**src/rtl/scan_sequencer_if.sv**
```systemverilog
// ADC conversion handshake and frame-storage write port of the tactile scan sequencer.
// The sequencer side uses the master modport; ADC and frame storage sit on the slave side.
interface scan_sequencer_if #(
  parameter int SW_W = 5,
  parameter int RD_W = 5
);
  logic            adc_start;
  logic            adc_valid;
  logic [11:0]     adc_data;
  logic [SW_W-1:0] sw_write_out;
  logic [RD_W-1:0] rd_write_out;
  logic [11:0]     data_out;
  logic            data_valid_out;

  modport master (
    output adc_start,
    input  adc_valid,
    input  adc_data,
    output sw_write_out,
    output rd_write_out,
    output data_out,
    output data_valid_out
  );

  modport slave (
    input  adc_start,
    output adc_valid,
    output adc_data,
    input  sw_write_out,
    input  rd_write_out,
    input  data_out,
    input  data_valid_out
  );
endinterface

```
**src/rtl/scan_sequencer.sv**
```systemverilog
// Write-side scan controller: walks every (switch, read) point row-major, settles, converts,
// and issues one storage write per point on the write clock domain.
module scan_sequencer #(
  parameter int SW_WIRE_CNT = 16,
  parameter int RD_WIRE_CNT = 16,
  parameter int SW_SETTLE   = 64,
  parameter int RD_SETTLE   = 4,
  parameter int ADC_TIMEOUT = 255
) (
  input  logic                           clk_write,
  input  logic                           rst_n,
  input  logic                           start,
  input  logic                           continuous,
  input  logic                           abort,
  output logic                           sw_en,
  output logic [$clog2(SW_WIRE_CNT):0]   sw_sel,
  output logic [$clog2(RD_WIRE_CNT):0]   rd_sel,
  output logic                           frame_done,
  output logic                           busy,
  output logic                           adc_err,
  scan_sequencer_if.master               bus
);

  localparam int SW_W    = $clog2(SW_WIRE_CNT) + 1;
  localparam int RD_W    = $clog2(RD_WIRE_CNT) + 1;
  localparam int CNT_A   = (SW_SETTLE > RD_SETTLE) ? SW_SETTLE : RD_SETTLE;
  localparam int CNT_MAX = (CNT_A > ADC_TIMEOUT) ? CNT_A : ADC_TIMEOUT;
  localparam int CNT_W   = $clog2(CNT_MAX + 1);

  typedef enum logic [2:0] {
    S_IDLE,
    S_SW_SETTLE,
    S_RD_SETTLE,
    S_CONVERT,
    S_WAIT,
    S_WRITE
  } state_t;

  state_t            state, state_next;
  logic [CNT_W-1:0]  cnt, cnt_next;
  logic [SW_W-1:0]   sw_next;
  logic [RD_W-1:0]   rd_next;
  logic              err_next;
  logic              done_next;
  logic              load_wr;
  logic [11:0]       sample_next;

  assign sw_en              = (state != S_IDLE);
  assign busy               = (state != S_IDLE);
  assign bus.adc_start      = (state == S_CONVERT);
  assign bus.data_valid_out = (state == S_WRITE);

  // One shared counter times every settle/wait phase; it is zeroed on each phase entry.
  always_comb begin
    state_next  = state;
    cnt_next    = cnt;
    sw_next     = sw_sel;
    rd_next     = rd_sel;
    err_next    = adc_err;
    done_next   = 1'b0;
    load_wr     = 1'b0;
    sample_next = bus.adc_data;

    case (state)
      S_IDLE: begin
        if (start) begin
          state_next = S_SW_SETTLE;
          cnt_next   = '0;
          sw_next    = '0;
          rd_next    = '0;
          err_next   = 1'b0;
        end
      end
      S_SW_SETTLE: begin
        if (cnt == CNT_W'(SW_SETTLE - 1)) begin
          state_next = S_RD_SETTLE;
          cnt_next   = '0;
        end else begin
          cnt_next = cnt + CNT_W'(1);
        end
      end
      S_RD_SETTLE: begin
        if (cnt == CNT_W'(RD_SETTLE - 1)) begin
          state_next = S_CONVERT;
          cnt_next   = '0;
        end else begin
          cnt_next = cnt + CNT_W'(1);
        end
      end
      S_CONVERT: begin
        state_next = S_WAIT;
        cnt_next   = '0;
      end
      S_WAIT: begin
        if (bus.adc_valid) begin
          state_next = S_WRITE;
          cnt_next   = '0;
          load_wr    = 1'b1;
        end else if (cnt == CNT_W'(ADC_TIMEOUT - 1)) begin
          state_next  = S_WRITE;
          cnt_next    = '0;
          load_wr     = 1'b1;
          sample_next = 12'hFFF;
          err_next    = 1'b1;
        end else begin
          cnt_next = cnt + CNT_W'(1);
        end
      end
      S_WRITE: begin
        cnt_next = '0;
        if (rd_sel < RD_W'(RD_WIRE_CNT - 1)) begin
          rd_next    = rd_sel + RD_W'(1);
          state_next = S_RD_SETTLE;
        end else if (sw_sel < SW_W'(SW_WIRE_CNT - 1)) begin
          sw_next    = sw_sel + SW_W'(1);
          rd_next    = '0;
          state_next = S_SW_SETTLE;
        end else begin
          done_next = 1'b1;
          if (continuous) begin
            sw_next    = '0;
            rd_next    = '0;
            state_next = S_SW_SETTLE;
          end else begin
            state_next = S_IDLE;
          end
        end
      end
      default: state_next = S_IDLE;
    endcase

    // Abort wins over everything: the in-flight sample and any pending frame_done are dropped.
    if (abort) begin
      state_next = S_IDLE;
      cnt_next   = '0;
      sw_next    = sw_sel;
      rd_next    = rd_sel;
      err_next   = adc_err;
      done_next  = 1'b0;
      load_wr    = 1'b0;
    end
  end

  always_ff @(posedge clk_write or negedge rst_n) begin
    if (!rst_n) begin
      state            <= S_IDLE;
      cnt              <= '0;
      sw_sel           <= '0;
      rd_sel           <= '0;
      frame_done       <= 1'b0;
      adc_err          <= 1'b0;
      bus.sw_write_out <= '0;
      bus.rd_write_out <= '0;
      bus.data_out     <= '0;
    end else begin
      state      <= state_next;
      cnt        <= cnt_next;
      sw_sel     <= sw_next;
      rd_sel     <= rd_next;
      frame_done <= done_next;
      adc_err    <= err_next;
      // Write payload is latched on entry to WRITE so it holds steady until the next point.
      if (load_wr) begin
        bus.sw_write_out <= sw_sel;
        bus.rd_write_out <= rd_sel;
        bus.data_out     <= sample_next;
      end
    end
  end

endmodule
```
**src/flat_wrapper.sv**
```systemverilog
// flat-port wrapper written by rule: the top's interface ports become plain ports
module scan_sequencer_flat 
#(
  parameter int SW_WIRE_CNT = 16,
  parameter int RD_WIRE_CNT = 16,
  parameter int SW_SETTLE   = 64,
  parameter int RD_SETTLE   = 4,
  parameter int ADC_TIMEOUT = 255
)
  (clk_write, rst_n, start, continuous, abort, sw_en, sw_sel, rd_sel, frame_done, busy, adc_err, bus_adc_start, bus_adc_valid, bus_adc_data, bus_sw_write_out, bus_rd_write_out, bus_data_out, bus_data_valid_out);
  scan_sequencer_if bus_i ();
  input  logic clk_write;
  input  logic rst_n;
  input  logic start;
  input  logic continuous;
  input  logic abort;
  output logic sw_en;
  output logic [$clog2(SW_WIRE_CNT):0] sw_sel;
  output logic [$clog2(RD_WIRE_CNT):0] rd_sel;
  output logic frame_done;
  output logic busy;
  output logic adc_err;
  output wire logic [$bits(bus_i.adc_start)-1:0] bus_adc_start;
  input wire logic [$bits(bus_i.adc_valid)-1:0] bus_adc_valid;
  input wire logic [$bits(bus_i.adc_data)-1:0] bus_adc_data;
  output wire logic [$bits(bus_i.sw_write_out)-1:0] bus_sw_write_out;
  output wire logic [$bits(bus_i.rd_write_out)-1:0] bus_rd_write_out;
  output wire logic [$bits(bus_i.data_out)-1:0] bus_data_out;
  output wire logic [$bits(bus_i.data_valid_out)-1:0] bus_data_valid_out;
  assign bus_adc_start = bus_i.adc_start;
  assign bus_i.adc_valid = bus_adc_valid;
  assign bus_i.adc_data = bus_adc_data;
  assign bus_sw_write_out = bus_i.sw_write_out;
  assign bus_rd_write_out = bus_i.rd_write_out;
  assign bus_data_out = bus_i.data_out;
  assign bus_data_valid_out = bus_i.data_valid_out;
  scan_sequencer #(.SW_WIRE_CNT(SW_WIRE_CNT), .RD_WIRE_CNT(RD_WIRE_CNT), .SW_SETTLE(SW_SETTLE), .RD_SETTLE(RD_SETTLE), .ADC_TIMEOUT(ADC_TIMEOUT)) u_core (.clk_write(clk_write), .rst_n(rst_n), .start(start), .continuous(continuous), .abort(abort), .sw_en(sw_en), .sw_sel(sw_sel), .rd_sel(rd_sel), .frame_done(frame_done), .busy(busy), .adc_err(adc_err), .bus(bus_i));
endmodule
```
**config.mk**
```make
export PLATFORM = sky130hd
export DESIGN_NAME = scan_sequencer_flat
export DESIGN_NICKNAME = d
export VERILOG_FILES = /design/src/rtl/scan_sequencer_if.sv /design/src/rtl/scan_sequencer.sv /design/src/flat_wrapper.sv
export SDC_FILE = /design/constraint.sdc
export NUM_CORES = 1
export LEC_CHECK = 0
export ABC_AREA = 1
export BUFFER_PORTS_ARGS = -buffer_cell sky130_fd_sc_hd__buf_2
export CELL_PAD_IN_SITES_DETAIL_PLACEMENT = 1
export CELL_PAD_IN_SITES_GLOBAL_PLACEMENT = 1
export CORE_MARGIN = 5
export CORE_UTILIZATION = 35
export CTS_CLUSTER_SIZE = 16
export DETAILED_ROUTE_END_ITERATION = 7
export GPL_ROUTABILITY_DRIVEN = 0
export PLACE_DENSITY_LB_ADDON = 0.1
export SYNTH_ARGS = -nofsm -noshare
export SYNTH_HDL_FRONTEND = slang
export SYNTH_SLANG_ARGS = --single-unit
```
**constraint.sdc**
```tcl
create_clock -name clk_write -period 1.5 [get_ports clk_write]
set_clock_uncertainty 0.2 [all_clocks]
set_input_delay 0.075 -clock clk_write [delete_from_list [all_inputs] [get_ports clk_write]]
set_output_delay 0.075 -clock clk_write [all_outputs]
set_load 0.01 [all_outputs]
```
==> impl_results.md <==
* Max Slew Vio Count at 0
* # diodes at 0
* Min setup slack post-route at -344 ps
* Dpl cells at 492
* Post-Syn Area at 2460 sq um
* Gr usage total at 0.184
* Root Buffer: clkbuf_8
* Pin count of the biggest net entering global routing at 46
* CTS Buf Count at 5
* Dpl hpwl at 5110 um
* TritonRoute pass-1 iters at 4
* Final Hold Fails at 0
* Critical Path Source Type: flip-flop
* Via count at 2644
* Status: finished with violations
* #FFs+latches synth at 45
* Antenna viol nets, final at 0
* Seq/Total Area, Yosys at 0.457
* Finished Layout Cells at 541
* Initial antenna violation count at 0
* Netlist cell types at 32
* Starting Density at 0.360
* Top_reg_cell synth: dfrtp_1
* Max_cap viols at 0
* Die W at 93.9 um
* Worst Path Arrival at 1830 ps
* Achievable frequency at 0.542 GHz
* Worst VDD drop at 0.000506 V
* Row count at 30
* H-tree depth at 2
* Synth async-reset ratio at 1.00
* Synthesized instance count at 303
* Routed Wire Length at 8990 um
* Share of cells above drive strength 1 at 0.526
* Syn avg cell area at 8.13 sq um
* Initial drt markers at 121
* I/O Pins at 56
* Dpl ws at -243 ps
* Clock sink total at 45
* Worst slew pin tran at 456 ps
* Fin nets at 466
* Slew headroom at 0.696
* Post-synth EDFFs at 0
* Worst endpoint required time at 1480 ps
* Ranking of synthesized cells by area: dfrtp_1 (46%), nand2_1 (8.4%), inv_1 (8.2%)
* Crit Path Class: flip-flop to flip-flop
* Leakage Power at 0.00205 uW
* Vias per std cell at 4.89
* Yosys top cell by area: dfrtp_1
* Crit-path max FO at 6
* DRC at 0
* Failing checks: setup timing
* Ys Warns at 0
* Synthesized net count at 325
* Remaining global-route overflow at 0
* P&R area growth vs syn at 65.5%
* CTS tree: built
* Pwr dens at 1070 nW/um^2
* Worst-path clk slew at 90 ps
* Most frequent cells in the layout: buf_4 (55), buf_2 (52), inv_1 (48)
* Fill count at 807
* RSZ-0062 raised after global routing: true
* First-pass GRT wire length at 13100 um
* Port Buffers at 55
* Tcrit/Tclk final at 1.23
* Area share of the largest cell type after synthesis at 0.457
* Final setup fails at 48
* Most common cell after layout, fill and taps aside: buf_4
* Clk buf depth at 2
* Vias in the first global route at 2736
* Critical path capture point type: flip-flop
* Die height at 93.9 um
* Core area at 6830 sq um
* Fin crit period at 1840 ps
* Die area at 8810 sq um
* Drt wl/cell at 16.6 um
* Hold WC Path Type: primary input to flip-flop
* Clk_lat worst skew at 300 ps
cells by family (layout without fill, tap and decap cells):
logic type,Yosys count,count (layout),synth area share
and+or+nand+nor,131,132,0.268
buffers and inverters,69,210,0.110
AOI/OAI and AO/OA,50,50,0.130
DFF,45,45,0.457
adders and majority gates,4,4,0.0203
xor gates and xnor gates,4,4,0.0142
layer usage:
metal	up-vias	track usage	wire, um
met2	49	0.342	5050
met1	1326	0.215	3550
li1	1259	-	-
met4	0	0.0529	122
met3	10	0.0321	260
met5	-	0	0
state kept, by name, indices dropped and copies added, names as in the netlist:
signal	count
u_core.sw_sel	5
u_core.frame_done	1
u_core.bus.rd_write_out	5
u_core.adc_err	1
u_core.state	3
u_core.cnt	8
u_core.rd_sel	5
u_core.bus.data_out	12
u_core.bus.sw_write_out	5
layout make-up:
cell class              instances  area [sq um]  area share
clock inverters                 1          5.00     0.00123
flip-flops and latches         45          1130       0.278
repair buffers                142          1120       0.274
multi-input cells             190          1390       0.341
inverters                      60           235      0.0577
well taps                      96           120      0.0295
clock buffers                   7          76.3      0.0187
critical path, cell delays in order (launching register included):
cell,delay (ps)
dfrtp_1,410
inv_2,80
ha_4,120
nand2_2,60
nor2_2,150
nand2_2,90
inv_2,80
o211ai_4,100
buf_12,160
clkbuf_16,150
nand2_2,50
o21ai_1,60
Yosys cell counts (3+ instances only):
library cell   n
a21boi_0      11
a21oi_1        9
buf_2          4
clkbuf_1       3
dfrtp_1       45
ha_1           4
inv_1         54
inv_2          6
nand2_1       55
nand2_2        3
nand3_1       21
nand4_1       16
nor2_1        18
nor2_2         4
nor3_1         6
o21ai_0       13
o21ai_1        8
o21ai_2        3
xor2_1         3
what timing repair did:
item,CTS,global route
pin swaps,8,13
endpoints found under the hold margin,60,0
hold buffers,14,0
gates cloned,1,3
endpoints found under the setup margin,47,48
gates resized for setup,55,63
setup buffers,15,8
power breakdown:
part           internal (uW)  total, uW  switching (uW)  leakage, uW
registers               1380       1510             133     0.000561
clock network            329        765             436    0.0000422
logic                    961       2070            1110      0.00144
per-stage QoR:
| stage | area, sq um | utilization | hold WS [ps] | total power, uW | setup TNS (ps) |
|---|---|---|---|---|---|
| 5_1_grt | 4080 | 0.597 | 27.9 | 4600 | -14540 |
| 3_5_place_dp | 3230 | 0.473 | -120 | 2840 | -6660 |
| 4_1_cts | 3730 | 0.546 | -5.87 | 4030 | -6500 |
| 6_report | 4080 | 0.597 | 25.7 | 4350 | -11410 |
| 3_3_place_gp | 3230 | 0.473 | -121 | 2800 | -4890 |
| 2_1_floorplan | 2500 | - | -421 | 2290 | -1350 |
path summary, 6_finish.rpt:
path / from / endpoint / slack [ps] / depth (start not counted)
max: u_core.cnt[0] / u_core.bus.sw_write_out[3] / -340 / 11
min: bus_adc_valid / u_core.adc_err / 30 / 4
max in group asynchronous: rst_n / u_core.cnt[1] / 760 / 3
max reg2reg: u_core.cnt[0] / u_core.bus.sw_write_out[3] / -340 / 11
min in group asynchronous: rst_n / u_core.sw_sel[4] / 100 / 3
min reg2reg: u_core.bus.sw_write_out[1] / u_core.bus.sw_write_out[1] / 310 / 2
Note: power is estimated with default switching activity, not from simulation.
